<file path="src/rtl/lsu_mem_ctrl.sv">
// Load/store unit memory controller: request/grant/response handshake with data
// memory, byte-lane steering for stores, lane extraction and extension for loads,
// and a single register-file write per completed load.
module lsu_mem_ctrl #(
    parameter int unsigned TIMEOUT_CYCLES = 255
) (
    input  logic        clk,
    input  logic        rst_l,
    input  logic        start,
    input  logic        is_store,
    input  logic [2:0]  funct3,
    input  logic [31:0] base,
    input  logic [31:0] offset,
    input  logic [31:0] store_data,
    input  logic [4:0]  rd,
    output logic        mem_req,
    output logic        mem_we,
    output logic [31:0] mem_addr,
    output logic [3:0]  mem_be,
    output logic [31:0] mem_wdata,
    input  logic        mem_gnt,
    input  logic        mem_rvalid,
    input  logic [31:0] mem_rdata,
    output logic        rf_we,
    output logic [4:0]  rf_waddr,
    output logic [31:0] rf_wdata,
    output logic        busy,
    output logic        done,
    output logic        err
);

    localparam int unsigned CNT_W = 8;
    localparam logic [CNT_W-1:0] CNT_LAST = CNT_W'(TIMEOUT_CYCLES - 1);

    typedef enum logic [1:0] {IDLE, REQ, WAIT, FIN} state_t;

    state_t          state;
    logic            is_store_q;
    logic [2:0]      funct3_q;
    logic [4:0]      rd_q;
    logic [1:0]      addr_lo_q;
    logic [CNT_W-1:0] cnt_q;

    logic [31:0] addr_c;
    logic        bad_c;
    logic [3:0]  be_c;
    logic [31:0] wdata_c;
    logic [31:0] byte_sh_c;
    logic [31:0] half_sh_c;
    logic [31:0] load_val_c;

    // Effective address, legality/alignment check and store lane steering
    always_comb begin
        addr_c  = base + offset;
        bad_c   = 1'b0;
        be_c    = 4'b0000;
        wdata_c = store_data;
        case (funct3)
            3'b000, 3'b100: begin
                be_c    = 4'(4'b0001 << addr_c[1:0]);
                wdata_c = {4{store_data[7:0]}};
                bad_c   = is_store & funct3[2];
            end
            3'b001, 3'b101: begin
                be_c    = addr_c[1] ? 4'b1100 : 4'b0011;
                wdata_c = {2{store_data[15:0]}};
                bad_c   = addr_c[0] | (is_store & funct3[2]);
            end
            3'b010: begin
                be_c    = 4'b1111;
                bad_c   = (addr_c[1:0] != 2'b00);
            end
            default: bad_c = 1'b1;
        endcase
    end

    // Load lane extraction and sign/zero extension
    always_comb begin
        byte_sh_c  = mem_rdata >> {addr_lo_q, 3'b000};
        half_sh_c  = mem_rdata >> {addr_lo_q[1], 4'b0000};
        load_val_c = mem_rdata;
        case (funct3_q)
            3'b000:  load_val_c = {{24{byte_sh_c[7]}}, byte_sh_c[7:0]};
            3'b001:  load_val_c = {{16{half_sh_c[15]}}, half_sh_c[15:0]};
            3'b100:  load_val_c = {24'h0, byte_sh_c[7:0]};
            3'b101:  load_val_c = {16'h0, half_sh_c[15:0]};
            default: load_val_c = mem_rdata;
        endcase
    end

    // Control FSM with registered bus, register-file and status outputs
    always_ff @(posedge clk or negedge rst_l) begin
        if (!rst_l) begin
            state      <= IDLE;
            is_store_q <= 1'b0;
            funct3_q   <= 3'b000;
            rd_q       <= 5'd0;
            addr_lo_q  <= 2'b00;
            cnt_q      <= '0;
            mem_req    <= 1'b0;
            mem_we     <= 1'b0;
            mem_addr   <= 32'h0;
            mem_be     <= 4'b0000;
            mem_wdata  <= 32'h0;
            rf_we      <= 1'b0;
            rf_waddr   <= 5'd0;
            rf_wdata   <= 32'h0;
            busy       <= 1'b0;
            done       <= 1'b0;
            err        <= 1'b0;
        end else begin
            done  <= 1'b0;
            err   <= 1'b0;
            rf_we <= 1'b0;
            case (state)
                IDLE: begin
                    if (start) begin
                        is_store_q <= is_store;
                        funct3_q   <= funct3;
                        rd_q       <= rd;
                        addr_lo_q  <= addr_c[1:0];
                        busy       <= 1'b1;
                        if (bad_c) begin
                            state <= FIN;
                            done  <= 1'b1;
                            err   <= 1'b1;
                        end else begin
                            state     <= REQ;
                            mem_req   <= 1'b1;
                            mem_we    <= is_store;
                            mem_addr  <= {addr_c[31:2], 2'b00};
                            mem_be    <= be_c;
                            mem_wdata <= wdata_c;
                        end
                    end
                end
                REQ: begin
                    if (mem_gnt) begin
                        mem_req <= 1'b0;
                        mem_we  <= 1'b0;
                        if (is_store_q) begin
                            state <= FIN;
                            done  <= 1'b1;
                        end else begin
                            state <= WAIT;
                            cnt_q <= '0;
                        end
                    end
                end
                WAIT: begin
                    cnt_q <= cnt_q + CNT_W'(1);
                    if (mem_rvalid) begin
                        state <= FIN;
                        done  <= 1'b1;
                        if (rd_q != 5'd0) begin
                            rf_we    <= 1'b1;
                            rf_waddr <= rd_q;
                            rf_wdata <= load_val_c;
                        end
                    end else if (cnt_q == CNT_LAST) begin
                        state <= FIN;
                        done  <= 1'b1;
                        err   <= 1'b1;
                    end
                end
                default: begin
                    state <= IDLE;
                    busy  <= 1'b0;
                end
            endcase
        end
    end

endmodule
</file>
<file path="config.mk">
export PLATFORM = sky130hd
export DESIGN_NAME = lsu_mem_ctrl
export DESIGN_NICKNAME = d
export VERILOG_FILES = /design/src/rtl/lsu_mem_ctrl.sv
export SDC_FILE = /design/constraint.sdc
export NUM_CORES = 1
export LEC_CHECK = 0
export CELL_PAD_IN_SITES_DETAIL_PLACEMENT = 2
export CELL_PAD_IN_SITES_GLOBAL_PLACEMENT = 2
export CORE_MARGIN = 1.5
export CORE_UTILIZATION = 27
export CTS_CLUSTER_DIAMETER = 50
export DETAILED_ROUTE_END_ITERATION = 7
export PLACE_DENSITY_LB_ADDON = 0.08
export SLEW_MARGIN = 10
export SYNTH_ARGS = -nofsm -noshare
export SYNTH_HDL_FRONTEND = slang
export SYNTH_SLANG_ARGS = --single-unit
</file>
<file path="constraint.sdc">
create_clock -name clk -period 2.2 [get_ports clk]
set_input_delay 0.33 -clock clk [delete_from_list [all_inputs] [get_ports clk]]
set_output_delay 0.33 -clock clk [all_outputs]
set_load 0.02 [all_outputs]
</file>
; Yosys cells after proc, flatten, opt, wreduce, memory -nomap -nowiden
; Cells that the tools add are included.
[totals]
ff_bits = 130
latchBits = 0
ramBits = 0
romBits = 0
input_bits = 142
output_inout_bits = 111
elab_cells = 94
n_memories = 0
[op_classes]
addsub = 2
multipliers = 0
div_mod_pow = 0
magnitude_cmp = 0
n_eq_ne = 15
shift = 3
muxes = 36
bitwise_logic = 4
reduce_logical = 17
[op_table]
columns = cell, count
row1 = $pmux 32 s4, 1
row2 = $pmux 32 s2, 1
row3 = $add 32x32->32, 1
row4 = $shr 32x5->16, 1
row5 = $shr 32x5->8, 1
row6 = $mux 1, 17
row7 = $mux 8, 2
row8 = $pmux 8 s2, 1
row9 = $eq 3x3->1 const B, 4
row10 = $pmux 4 s3, 1
row11 = $reduce_and 3->1, 4
row12 = $mux 2, 5
row13 = $add 8x1->8 const B, 1
row14 = $eq 8x8->1 const B, 1
row15 = $ne 2x2->1 const B, 4
row16 = $pmux 1 s2, 4
row17 = $eq 3x1->1 const B, 2
row18 = $logic_not 3->1, 2
row19 = $pmux 1 s3, 2
row20 = $pmux 2 s3, 1
row21 = $reduce_bool 2->1, 3
row22 = $reduce_or 2->1, 3
row23 = $reduce_bool 5->1, 1
row24 = $mux 4, 1
row25 = 11 further kinds, 13

; Longest topological paths before layout
[depth]
ltp_word = 6
mapped_depth = 11
ltp_nobuf = 11

; Worst setup path before layout
; No wires, ideal clock.
[synth_path]
path_kind = input -> register
from = input offset[0]
to = register mem_addr[30]
arrival_time_ns = 2.347
path_slack_ns = -0.275
cell_stages = 11
n_path_buf = 0
path_cell_list = ha_1 -> inv_1 -> fa_1 -> nand2b_1 -> a21oi_1 -> nor3_1 -> nor3_1 -> o21bai_1 -> a2111oi_0 -> or4_1 -> nand3_1
[synth_between]
elab_chain_cells = 5
elab_cells_between_ends = 6
classes_between = add/sub: 1 / mux: 1 / bitwise: 2 / reduce/logical: 2
[synth_lines]
columns = item, line_no
row1 = from (decl), 13  ; input logic [31:0] offset,
row2 = $add 32x32->32 *, 54  ; addr_c = base + offset;
row3 = $reduce_bool 2->1 or $or 1x1->1 (tied branches), "71, 67"
row4 = $pmux 1 s3, 58  ; case (funct3)
row5 = $not 1->1 (no source line), --
row6 = $reduce_and 3->1 (no source line), --
row7 = to (signal assigned), 131  ; mem_addr <= {addr_c[31:2], 2'b00};
row8 = to (decl), 18  ; output logic [31:0] mem_addr,
; Every way passes the cells marked *; elsewhere a longest branch is shown, timed or not.
; A chain may end at the register's enable or synchronous reset.

; Worst setup path in the final report
[layout_path]
from = input base[13]
to = register mem_addr[20]
[layout_between]
elab_chain_cells = 1
[layout_lines]
columns = item, line_no
row1 = from (decl), 12  ; input logic [31:0] base,
row2 = $add 32x32->32, 54
; No other way between the ends.

==> summary.txt <==
Run status
  • Status: finished, violations left
  • Failing checks: setup timing

Global route
  • Routing usage on met3: 0.03023
  • Vias in the first global route: 8774
  • Initial antenna violation count: 1
  • Largest net degree at the start of global routing: 48
  • GR Util met2: 0.3913
  • GRT Overall Usage: 0.2205
  • Global-route wire length before repair: 49.03 mm
  • Grt peak-use layer: met2
  • Met1 Usage GRT: 0.2746
  • Gr ovfl total: 0

Run
  • Max_cap viols: 0

Power
  • Pleak: 0.005753 uW
  • Pwr Total: 14440 uW
  • Maximum VDD drop: 564.1 uV
  • Pwr per Cell Area: 1133 nW/um2

STA
  • Slew @ Worst Pin: 1.154 ns
  • Worst relative slew slack: 0.2277
  • Max frequency: 444.1 MHz
  • Slew Limit Fails: 0
  • Worst setup margin: -0.05192 ns
  • Fin crit share: 1.024
  • Final Hold Fails: 0
  • Min Tclk post-route: 2.252 ns
  • Setup TNS: -0.05192 ns
  • Clk_skew: 0.01629 ns
  • Hold WS: 0.3789 ns
  • Setup violators final: 1

Synthesis
  • Seq/Total Area, Yosys: 0.4312
  • FFs w/ async S/R, synth: 1.000
  • Top cells by area, synth: dfrtp_1 (43%), nand2_1 (8.2%), o21ai_0 (7.2%)
  • Xor/xnor share of the synthesized area: 0.03483
  • Main combinational cell family by area after synthesis: compound AO/OA/AOI/OAI gates
  • Cell area after synthesis: 7543 um2
  • Syn. warnings: 0
  • Mapped Cells: 861
  • Synth area leader: dfrtp_1
  • Adder-cell share of the synthesized area: 0.06402
  • Post-synth EDFFs: 0
  • Share of the synthesized area in the top cell type: 0.4312
  • Post-synthesis compound-gate area fraction: 0.2140
  • Mux share of post-synthesis cell area: 0.05689
  • Top-count cell post-synth: nand2_1
  • Simple-gate area share of the yosys netlist: 0.1617
  • Register bit total from synthesis: 130
  • Synth cell types: 58
  • Top FF cell, synth: dfrtp_1
  • Syn_area_per_cell: 8.761 um2
  • Post-synth top cells: nand2_1 (164), dfrtp_1 (130), o21ai_0 (109), a21oi_1 (76), nor2_1 (48)

Detailed routing
  • Vias: 7951
  • Vias per inst: 4.945
  • Initial DRC Count: 317
  • Final WL: 32.41 mm
  • Post-DRT Antenna Nets: 0
  • First-pass detailed-route iteration total: 4
  • Post-detailed-route wirelength per cell: 20.15 um
  • Drc violations: 0

Critical path
  • R2R setup slack: 0.23 ns
  • Reg2reg end: rf_wdata[5]
  • CP endpoint kind: register
  • RR Startpoint: rd_q[0]
  • Critical path required time: 2.50 ns
  • R2R cell count: 6
  • CP Max Fanout: 5
  • Critical path arrival: 2.55 ns
  • Setup crit start kind: primary input
  • CP Class: in2reg

Placed design
  • Port Buffers: 250
  • RD Place Congestion: 0.8450
  • Pre-CTS WS: -0.9275 ns
  • Post-DP HPWL: 23.67 mm

Clock network
  • Total CTS buffers: 17
  • Clock-pin slew on the worst setup and hold paths: 0.07 ns
  • Clk sinks: 130
  • Root Driver: clkbuf_16
  • Clock tree from TritonCTS: done
  • Max clock buf depth: 2
  • H-tree levels: 4
  • Worst-skew pair later-pin latency: 0.43 ns

Layout
  • Fin nets: 1396
  • Final Util: 0.4613
  • Share of cells above drive strength 1: 0.2199
  • Area Overhead vs Synth: 68.95%
  • Fillers: 3012

Floorplan
  • Die Height: 170.2 um
  • Rows: 61
  • Starting Density: 0.2730
  • Die Width: 170.2 um
  • Ports: 253
  • Die footprint: 28950 um2
  • Placeable Area: 27630 um2

Min path
  • Hold WC Path Type: in2async
-- worst max-delay path by stage --
stage,cells past startpoint,slack [ns],endpoint,from
3_5_place_dp,11,-0.93,mem_addr[23],offset[1]
6_report,11,-0.05,mem_addr[20],base[13]
5_1_grt,11,-0.14,mem_addr[20],base[13]
3_3_place_gp,12,-0.78,mem_addr[30],offset[0]
4_1_cts,12,-0.02,mem_addr[18],base[8]
2_1_floorplan,10,-0.02,mem_addr[30],offset[0]
-- cell type report --
cell class,count,area (um2),share of cell area
clock buffers,17,425.4,0.03338
flip-flops and latches,130,3253,0.2553
well taps,378,473.0,0.03711
multi-input cells,663,4733,0.3714
inverters,22,86.33,0.006774
repair buffers,382,3636,0.2853
clock inverters,14,132.6,0.01041
diodes,2,5.005,0.0003927
-- worst max-delay path: stages --
cell,delay (ns)
clkdlybuf4s50_1,0.51
ha_4,0.24
nand4_1,0.15
o21ai_2,0.08
buf_4,0.13
nor3_1,0.37
o31ai_2,0.14
nand2_1,0.15
buf_4,0.14
xor2_2,0.18
o21ai_0,0.12
-- flip-flops by register name, summed over array words and instances, names as in the netlist --
signal      cells
mem_req         1
rf_wdata       32
mem_wdata      32
cnt_q           8
err             1
rf_waddr        5
addr_lo_q       2
rf_we           1
funct3_q        3
done            1
state           2
is_store_q      1
busy            1
rd_q            5
mem_be          4
mem_addr       30
mem_we          1
-- placed cells by master, fill, tap and decap left out, drive strengths merged, types with 7 or more instances in the layout --
cell type      Yosys  routed
a211oi            11      11
a21o              19      19
a21oi             76      76
a31oi             13      13
buf               12     132
clkbuf            35      19
clkdlybuf4s50      0     199
dfrtp            130     130
dlygate4sd2        0      15
dlymetal6s2s       0      33
ha                37      37
inv               21      25
mux2              11      11
mux2i             26      26
nand2            164     164
nand2b            11      11
nand3              9       9
nand4              8       8
nor2              48      48
nor2b              7       7
nor3               7       7
o211ai             7       7
o21a               7       7
o21ai            110     110
o31ai              7       7
xnor2             14      14
xor2              16      16
-- where the power goes --
group / internal [uW] / switching, uW
clock network: 1560 / 1230
logic: 3370 / 4070
registers: 3470 / 746
total: 8400 / 6040
-- layer usage --
| metal | vias up | part of all wire |
|---|---|---|
| met5 | - | 0 |
| met4 | 0 | 0.021 |
| met3 | 43 | 0.036 |
| met2 | 195 | 0.51 |
| met1 | 3979 | 0.43 |
| li1 | 3734 | - |
-- kinds of logic after synthesis --
group | count (synthesis)
adders and majority gates | 38
muxes | 39
other | 1
AOI/OAI and AO/OA | 277
buffers and inverters | 69
DFF | 130
xor gates and xnor gates | 30
and+or+nand+nor | 277
-- through the flow --
stage / std cells / cell area (um2)
finish: 1608 / 12740
global route: 1606 / 12740
CTS: 1599 / 12340
detailed placement: 1562 / 11340
global placement: 1562 / 11340
floorplan: 862 / 7604
-- repair_timing --
action / in CTS / in global routing
pin swaps: 39 / 45
gates resized for setup: 84 / 90
buffers inserted: 5 / 7
endpoints found under the setup margin: 69 / 35
hold buffers: 1 / 0
hold endpoints to repair: 34 / 0
(Power assumes the default switching activity.)
